## config.mk

```make
export PLATFORM = sky130hd
export DESIGN_NAME = pool_stream
export DESIGN_NICKNAME = d
export VERILOG_FILES = /design/src/rtl/pool_stream.sv
export SDC_FILE = /design/constraint.sdc
export NUM_CORES = 1
export LEC_CHECK = 0
export ABC_AREA = 1
export BUFFER_PORTS_ARGS = -buffer_cell sky130_fd_sc_hd__buf_2
export CAP_MARGIN = 20
export CORE_AREA = 2 2 144 146
export CTS_CLUSTER_DIAMETER = 100
export DETAILED_ROUTE_END_ITERATION = 7
export DIE_AREA = 0 0 146 148
export PLACE_DENSITY_LB_ADDON = 0.08
export REMOVE_ABC_BUFFERS = 1
export SLEW_MARGIN = 20
export SYNTH_ARGS = -nofsm -noshare
export SYNTH_HDL_FRONTEND = slang
export SYNTH_SLANG_ARGS = --single-unit
```

## constraint.sdc

```tcl
create_clock -name clk -period 4.95 [get_ports clk]
set_clock_uncertainty 0.1 [all_clocks]
set_input_delay 0.99 -clock clk [delete_from_list [all_inputs] [get_ports clk]]
set_output_delay 0.99 -clock clk [all_outputs]
set_load 0.01 [all_outputs]
```

## src/rtl/pool_stream.sv

```systemverilog
// pool_stream: streaming non-overlapping P x P pooling stage.
//
// Consumes a row-major WIDTH x WIDTH activation map, one pixel per channel
// on each ce beat, and emits one pooled pixel per channel for every complete
// P x P window. Max or average pooling is chosen per frame from pool_mode,
// which is captured on the first beat of the frame. Partial window results
// live in a per-column line buffer (one entry per output column), so no
// frame storage is needed. Pixels in trailing rows/columns that do not fill
// a whole window are consumed and dropped.
//
// Ports:
//   clk           rising-edge clock
//   global_rst_n  asynchronous active-low reset
//   ce            input beat qualifier
//   pool_mode     0 = max, 1 = average (sampled on the frame's first beat)
//   myInput       C packed signed pixels, channel c at [c*dataWidth +: dataWidth]
//   data_out      pooled pixels, same packing, held between strobes
//   valid_op      one-cycle strobe, data_out valid
//   end_op        one-cycle strobe with the last valid_op of a frame
module pool_stream #(
    parameter int dataWidth = 8,
    parameter int WIDTH     = 28,
    parameter int P         = 2,
    parameter int C         = 1
) (
    input  logic                   clk,
    input  logic                   global_rst_n,
    input  logic                   ce,
    input  logic                   pool_mode,
    input  logic [C*dataWidth-1:0] myInput,
    output logic [C*dataWidth-1:0] data_out,
    output logic                   valid_op,
    output logic                   end_op
);
    localparam int LG  = $clog2(P);
    localparam int AW  = dataWidth + 2 * LG;
    localparam int PO  = WIDTH / P;
    localparam int CW  = (WIDTH > 2) ? $clog2(WIDTH) : 1;
    localparam int CW1 = CW + 1;
    localparam int JW  = (PO > 1) ? $clog2(PO) : 1;

    localparam logic [CW-1:0] LAST_IDX   = CW'(WIDTH - 1);
    localparam logic [CW:0]   REGION_END = CW1'(PO * P);
    localparam logic [LG-1:0] PHASE_LAST = {LG{1'b1}};
    localparam logic [JW-1:0] LAST_WIN   = JW'(PO - 1);

    logic [CW-1:0]         col_r;
    logic [CW-1:0]         row_r;
    logic                  mode_r;
    logic signed [AW-1:0]  acc_r [0:PO-1][0:C-1];

    logic                  in_region_s;
    logic                  start_s;
    logic                  complete_s;
    logic                  last_win_s;
    logic [JW-1:0]         j_s;
    logic signed [AW-1:0]  pix_s [0:C-1];
    logic signed [AW-1:0]  cmb_s [0:C-1];
    logic [dataWidth-1:0]  res_s [0:C-1];

    // Decode where the current beat falls relative to the pooling windows
    always_comb begin
        in_region_s = ({1'b0, col_r} < REGION_END) && ({1'b0, row_r} < REGION_END);
        if (in_region_s) begin
            j_s = JW'(col_r >> LG);
        end else begin
            // Out-of-region beats never touch the buffer; keep the index legal
            j_s = {JW{1'b0}};
        end
        start_s    = in_region_s && (col_r[LG-1:0] == {LG{1'b0}})
                                 && (row_r[LG-1:0] == {LG{1'b0}});
        complete_s = in_region_s && (col_r[LG-1:0] == PHASE_LAST)
                                 && (row_r[LG-1:0] == PHASE_LAST);
        last_win_s = (j_s == LAST_WIN) && (JW'(row_r >> LG) == LAST_WIN);
    end

    // Per-channel: widen the pixel, fold it into the window, scale the result
    always_comb begin
        for (int c = 0; c < C; c++) begin
            pix_s[c] = AW'($signed(myInput[c*dataWidth +: dataWidth]));
            if (mode_r) begin
                cmb_s[c] = acc_r[j_s][c] + pix_s[c];
            end else if (pix_s[c] > acc_r[j_s][c]) begin
                cmb_s[c] = pix_s[c];
            end else begin
                cmb_s[c] = acc_r[j_s][c];
            end
            // Arithmetic shift gives floor division of the window sum
            if (mode_r) begin
                res_s[c] = dataWidth'(cmb_s[c] >>> (2 * LG));
            end else begin
                res_s[c] = dataWidth'(cmb_s[c]);
            end
        end
    end

    // Raster position counters and per-frame mode capture
    always_ff @(posedge clk or negedge global_rst_n) begin
        if (!global_rst_n) begin
            col_r  <= {CW{1'b0}};
            row_r  <= {CW{1'b0}};
            mode_r <= 1'b0;
        end else if (ce) begin
            if ((col_r == {CW{1'b0}}) && (row_r == {CW{1'b0}})) begin
                mode_r <= pool_mode;
            end
            if (col_r == LAST_IDX) begin
                col_r <= {CW{1'b0}};
                if (row_r == LAST_IDX) begin
                    row_r <= {CW{1'b0}};
                end else begin
                    row_r <= row_r + 1'b1;
                end
            end else begin
                col_r <= col_r + 1'b1;
            end
        end
    end

    // Line buffer of partial window results, one entry per output column
    always_ff @(posedge clk or negedge global_rst_n) begin
        if (!global_rst_n) begin
            for (int j = 0; j < PO; j++) begin
                for (int c = 0; c < C; c++) begin
                    acc_r[j][c] <= {AW{1'b0}};
                end
            end
        end else if (ce && in_region_s) begin
            for (int c = 0; c < C; c++) begin
                if (start_s) begin
                    acc_r[j_s][c] <= pix_s[c];
                end else begin
                    acc_r[j_s][c] <= cmb_s[c];
                end
            end
        end
    end

    // Output register and strobes, one cycle after the completing beat
    always_ff @(posedge clk or negedge global_rst_n) begin
        if (!global_rst_n) begin
            data_out <= {(C*dataWidth){1'b0}};
            valid_op <= 1'b0;
            end_op   <= 1'b0;
        end else begin
            valid_op <= ce && complete_s;
            end_op   <= ce && complete_s && last_win_s;
            if (ce && complete_s) begin
                for (int c = 0; c < C; c++) begin
                    data_out[c*dataWidth +: dataWidth] <= res_s[c];
                end
            end
        end
    end

endmodule
```

After elaboration in Yosys (flattened, before gate mapping)
Index checks and enable logic that the tools add are counted.

Add/sub/neg operators: 3. Order comparisons: 5. Equal/unequal tests: 4. Multiplexer cells: 14. Reductions and logical operators: 15. Bitwise gates (word level): 3.

Operators by type and width (number): $bwmux 140 (2); $mux 140 (1); $mux 10 (5); $bmux 10 s4 (1); $demux 10 s4 (1); $logic_and 1x1->1 (11); $add 10x8->10 (1); $add 5x1->5 const B (2); $eq 5x5->1 const B (2); $gt 8x10->1 (1); $logic_not 5->1 (2); $lt 5x5->1 const B (2); $mux 5 (2); $eq 4x4->1 const B (2); $mux 8 (1); $ge 5x5->1 const B (1); $lt 5x1->1 const B (1); $not 4->5 (1); $mux 4 (1); $reduce_and 2->1 (2); $not 1->1 (2).

Word-level logic and storage cells: 64. Bits in registers: 161.

Depth between registers and ports, before layout
Word-level depth: 12. Gate-level depth with buffers: 31. Gate-level depth less buffers: 28.

Worst setup path after synthesis
Ideal clock, no wire load.

Path kind: reg-to-reg. Start point: register row_r[3]. End point: register acc_r[18] (netlist bit). Library setup time: 0.126 ns. Stages on the path, launching flop included: 26. Clock period less this slack: 3.574 ns. Data required time: 4.724 ns. Arrival time: 3.349 ns. Setup slack: 1.376 ns. Cell sequence: dfrtp_1 > buf_2 > nand3_4 > buf_6 > nand3_4 > nand2_4 > buf_2 > nor2_1 > nor2_1 > nand2_1 > nand3_1 > nand2_1 > inv_1 > ha_1 > inv_1 > fa_1 > nor2_1 > nor2_1 > o21bai_1 > nand4_1 > nand2_1 > xor2_1 > nand2_1 > buf_1 > nand3_1 > a21oi_1.

Word-level cells in the longest chain between the ends: 12.

Ends and longest elaborated chain: start, declared (line 48) `logic [CW-1:0] row_r;`; start signal, assigned (line 101) `row_r <= {CW{1'b0}};`; start signal, assigned (line 110) `row_r <= {CW{1'b0}};`; start signal, assigned (line 112) `row_r <= row_r + 1'b1;`; $lt 5x5->1 * (line 63) `in_region_s = ({1'b0, col_r} < REGION_END) && ({1'b0, row_r} < REGION_END);`; $logic_and 1x1->1 * (line 63); $mux 4 (line 64) `if (in_region_s) begin`; $not 4->5 (not written as such); $bmux 10 s4 (line 82, 83, 86); $mux 10 (not written as such) (2 in a row) (line 82, 83, 86); $gt 8x10->1 (line 83) `end else if (pix_s[c] > acc_r[j_s][c]) begin`; $mux 10 (line 83); $mux 10 (line 81) `if (mode_r) begin`; $bwmux 140 (line 133) `acc_r[j_s][c] <= cmb_s[c];`; $mux 140 (line 130) `if (start_s) begin`; end signal, assigned by index (line 125) `acc_r[j][c] <= {AW{1'b0}};`; end signal, assigned by index (line 131) `acc_r[j_s][c] <= pix_s[c];`; end signal, assigned by index (line 133); end, declared (line 50) `logic signed [AW-1:0] acc_r [0:PO-1][0:C-1];`.

Mark *: on every way between the ends. The rest lies on a longest branch, timed or not. The select of a mux whose other input is x is not followed. A chain may end at the register's enable or synchronous reset.

Final worst setup path
Start point: register col_r[3]. End point: register acc_r[15] (netlist bit).

Word-level cells in the longest chain between the ends: 12.

Ends and longest elaborated chain: start, declared (line 47) `logic [CW-1:0] col_r;`; start signal, assigned (line 100) `col_r <= {CW{1'b0}};`; start signal, assigned (line 108) `col_r <= {CW{1'b0}};`; start signal, assigned (line 115) `col_r <= col_r + 1'b1;`; $lt 5x5->1 (line 63); $logic_and 1x1->1 (line 63); $mux 4 (line 64); $not 4->5 (not written as such); $bmux 10 s4 (line 82, 83, 86); $mux 10 (not written as such) (2 in a row) (line 82, 83, 86); $gt 8x10->1 (line 83); $mux 10 (line 83); $mux 10 (line 81); $bwmux 140 (line 133); $mux 140 (line 130).

Several ways; a longest one is shown, not always the timed one. The select of a mux whose other input is x is not followed.

==> metrics.md <==
| Metric | Value |
|---|---|
| Worst-Margin Slew | `1.09 ns` |
| Main flop type after synthesis | `dfrtp_1` |
| Synth Instances | `1,463` |
| Status | `completed` |
| Worst-Skew Late Latency | `0.45 ns` |
| Slowest-stage cell, CP | `dfrtp_1` |
| Fmax | `roughly 220 MHz` |
| CP arrival | `4.68 ns` |
| Largest cells by area after synthesis | `dfrtp_1 41%, nand2_1 20%, nor2_1 11%` |
| Yosys top cell by area | `dfrtp_1` |
| Initial drt markers | `between 700 and 800` |
| DRC violations left | `0` |
| I/O pin total | `22` |
| Syn Area/Cell | `6.74 µm²` |
| Area grow syn2layout | `10.1%` |
| Most Frequent Cell on Critical Path | `nand2_1` |
| Drt first pass iters | `5` |
| CP max FO | `14` |
| Reg clk slew, reported paths | `approximately 0.070 ns` |
| Setup bufs post-CTS | `0` |
| Die area | `21,600 µm²` |
| GRT Total Usage | `29.9%` |
| Largest stage delay, worst path | `0.49 ns` |
| Clock Sinks | `approximately 160` |
| Yosys reg bits | `161` |
| Number of flops mapped to enable cells by yosys | `0` |
| Final setup viols | `0` |
| Most common cell in the synthesized netlist | `nand2_1` |
| Drt total wl | `31.3 mm` |
| Root Buffer | `clkbuf_16` |
| Via count | `9,337` |
| Routability cong. | `between 0.9 and 1` |
| Die span in x | `between 100 and 150 µm` |
| Post-synth top area share | `about two fifths` |
| Register area share after synthesis | `40.9%` |
| Congestion Overflow GR | `0` |
| H-tree Lvls | `4` |
| Hold path depth | `2` |
| Top cells by count, synth | `518 x nand2_1, 291 x nor2_1, 161 x dfrtp_1, 128 x inv_1, 85 x nand3_1` |
| CTS tree | `built` |
| CP required | `5.18 ns` |
| Hold buffer count at cts | `0` |
| Crit path kind | `reg2reg` |
| Largest net degree at the start of global routing | `75` |
| Yosys warns | `0` |
| Initial antenna violation count | `0` |
| Crit end category | `register` |
| Fin nets | `about 1,500` |
| Pins Over Slew Limit | `0` |
| DP HPWL | `20.9 mm` |
| Global-route wire length before repair | `49.8 mm` |
| Crit share post-route | `89.9%` |
| Clock buffer count from CTS | `17` |
| Slew HR | `27.1%` |
| Vias in the first global route | `8,732` |
| FILL cells | `2,083` |
| Port buffer count | `21` |
| Final hold violation count | `0` |
| Synth async-reset ratio | `100%` |
| Setup TNS | `0 ns` |
| Core area | `20,000 µm²` |
| Synth Cell Area | `9860 µm²` |
| Starting Density | `49.2%` |
| RSZ-0062 raised after global routing | `no` |
| Tmin final | `4.45 ns` |
| Antenna Nets Post-Route | `0` |
| Diodes inserted | `0` |
| Synth cell types | `45` |
| Row count | `52` |
| Startpoint Class | `register` |
| Share of cells above drive strength 1 | `under 10%` |
| Max-capacitance violation count | `0` |
| CTS Buffer Depth | `2` |
| Worst min-delay path class | `reg2reg` |
| FF-to-FF path depth | `26` |
| Routed len/inst | `17.8 µm` |
| Die height | `148 µm` |
| Vias per cell | `5.30` |
-- per-stage QoR --
stage          instance area [µm²]  setup slack, ns  utilization (%)  hold WS (ns)  cells
2_1_floorplan                 9520             1.09                -         0.341   1402
3_3_place_gp                 10300            0.615             51.2         0.358   1729
3_5_place_dp                 10300            0.426             51.2         0.357   1729
4_1_cts                      10800            0.403             54.1         0.377   1761
5_1_grt                      10900          0.00925             54.2         0.398   1761
6_report                     10900            0.498             54.2         0.376   1761
-- state kept, by name, indices dropped and copies added (netlist names) --
| signal | flops |
|---|---|
| mode_r | 1 |
| valid_op | 1 |
| row_r | 5 |
| data_out | 8 |
| acc_r | 140 |
| end_op | 1 |
| col_r | 5 |
-- repair_timing --
item | in CTS | in global routing
setup endpoints to repair | 0 | 19
hold endpoints to repair | 0 | 0
gates resized for setup | 0 | 3
-- cells in the final DEF (no fill, tap or decap), drive strengths merged, types with 2 or more instances in the layout --
cell type / count
a21boi: 9
a21o: 2
a21oi: 53
a31oi: 4
buf: 57
clkbuf: 17
clkinv: 6
clkinvlp: 2
dfrtp: 161
ha: 26
inv: 146
nand2: 526
nand3: 91
nand4: 14
nor2: 303
nor3: 13
o21ai: 35
o21bai: 4
o22a: 2
or2: 5
xor2: 5
-- final timing paths --
| check | from | to | slack [ns] |
|---|---|---|---|
| max in group asynchronous | global_rst_n | acc_r[40] | 3.32 |
| max | col_r[3] | acc_r[15] | 0.50 |
| max reg2reg | col_r[3] | acc_r[15] | 0.50 |
| min reg2reg | acc_r[102] | acc_r[102] | 0.38 |
| min | acc_r[102] | acc_r[102] | 0.38 |
| min in group asynchronous | global_rst_n | acc_r[118] | 0.47 |
-- cells by family (layout without fill, tap and decap cells) --
| family | Yosys count | after routing | synth area share (%) |
|---|---|---|---|
| compound gates | 113 | 113 | 6.36 |
| flops | 161 | 161 | 40.9 |
| simple gates | 955 | 955 | 39.9 |
| mux | 1 | 1 | 0.114 |
| buf+inv | 200 | 228 | 8.75 |
| fa+ha+maj | 27 | 27 | 3.50 |
| xor+xnor | 6 | 6 | 0.533 |
-- worst max-delay path: cells and delay by family, from the launching register on --
| kind | cells | cell delay, ns |
|---|---|---|
| flops | 1 | 0.49 |
| simple gates | 20 | 2.61 |
| buf+inv | 4 | 0.65 |
| compound gates | 1 | 0.14 |
| fa+ha+maj | 1 | 0.32 |
-- layout make-up --
| type | count | area [µm²] | share of cell area [%] |
|---|---|---|---|
| tap | 270 | 338 | 3.11 |
| inverter | 139 | 522 | 4.81 |
| clock buffer | 17 | 425 | 3.92 |
| multi-input combinational | 1102 | 4980 | 45.9 |
| clock inverter | 15 | 164 | 1.51 |
| timing repair buffer | 57 | 394 | 3.63 |
| sequential | 161 | 4030 | 37.1 |
-- routing by layer --
layer  track usage, %  up-vias  wire length, µm
li1                 -     4548                -
met2             44.5      349            13400
met1             43.6     4379            14600
met4             10.7        0             1010
met3             5.93       61             2210
met5                0        -                0
Power is not shown: default switching activity piles up to over one toggle a cycle in this logic, so the estimate is an artifact.
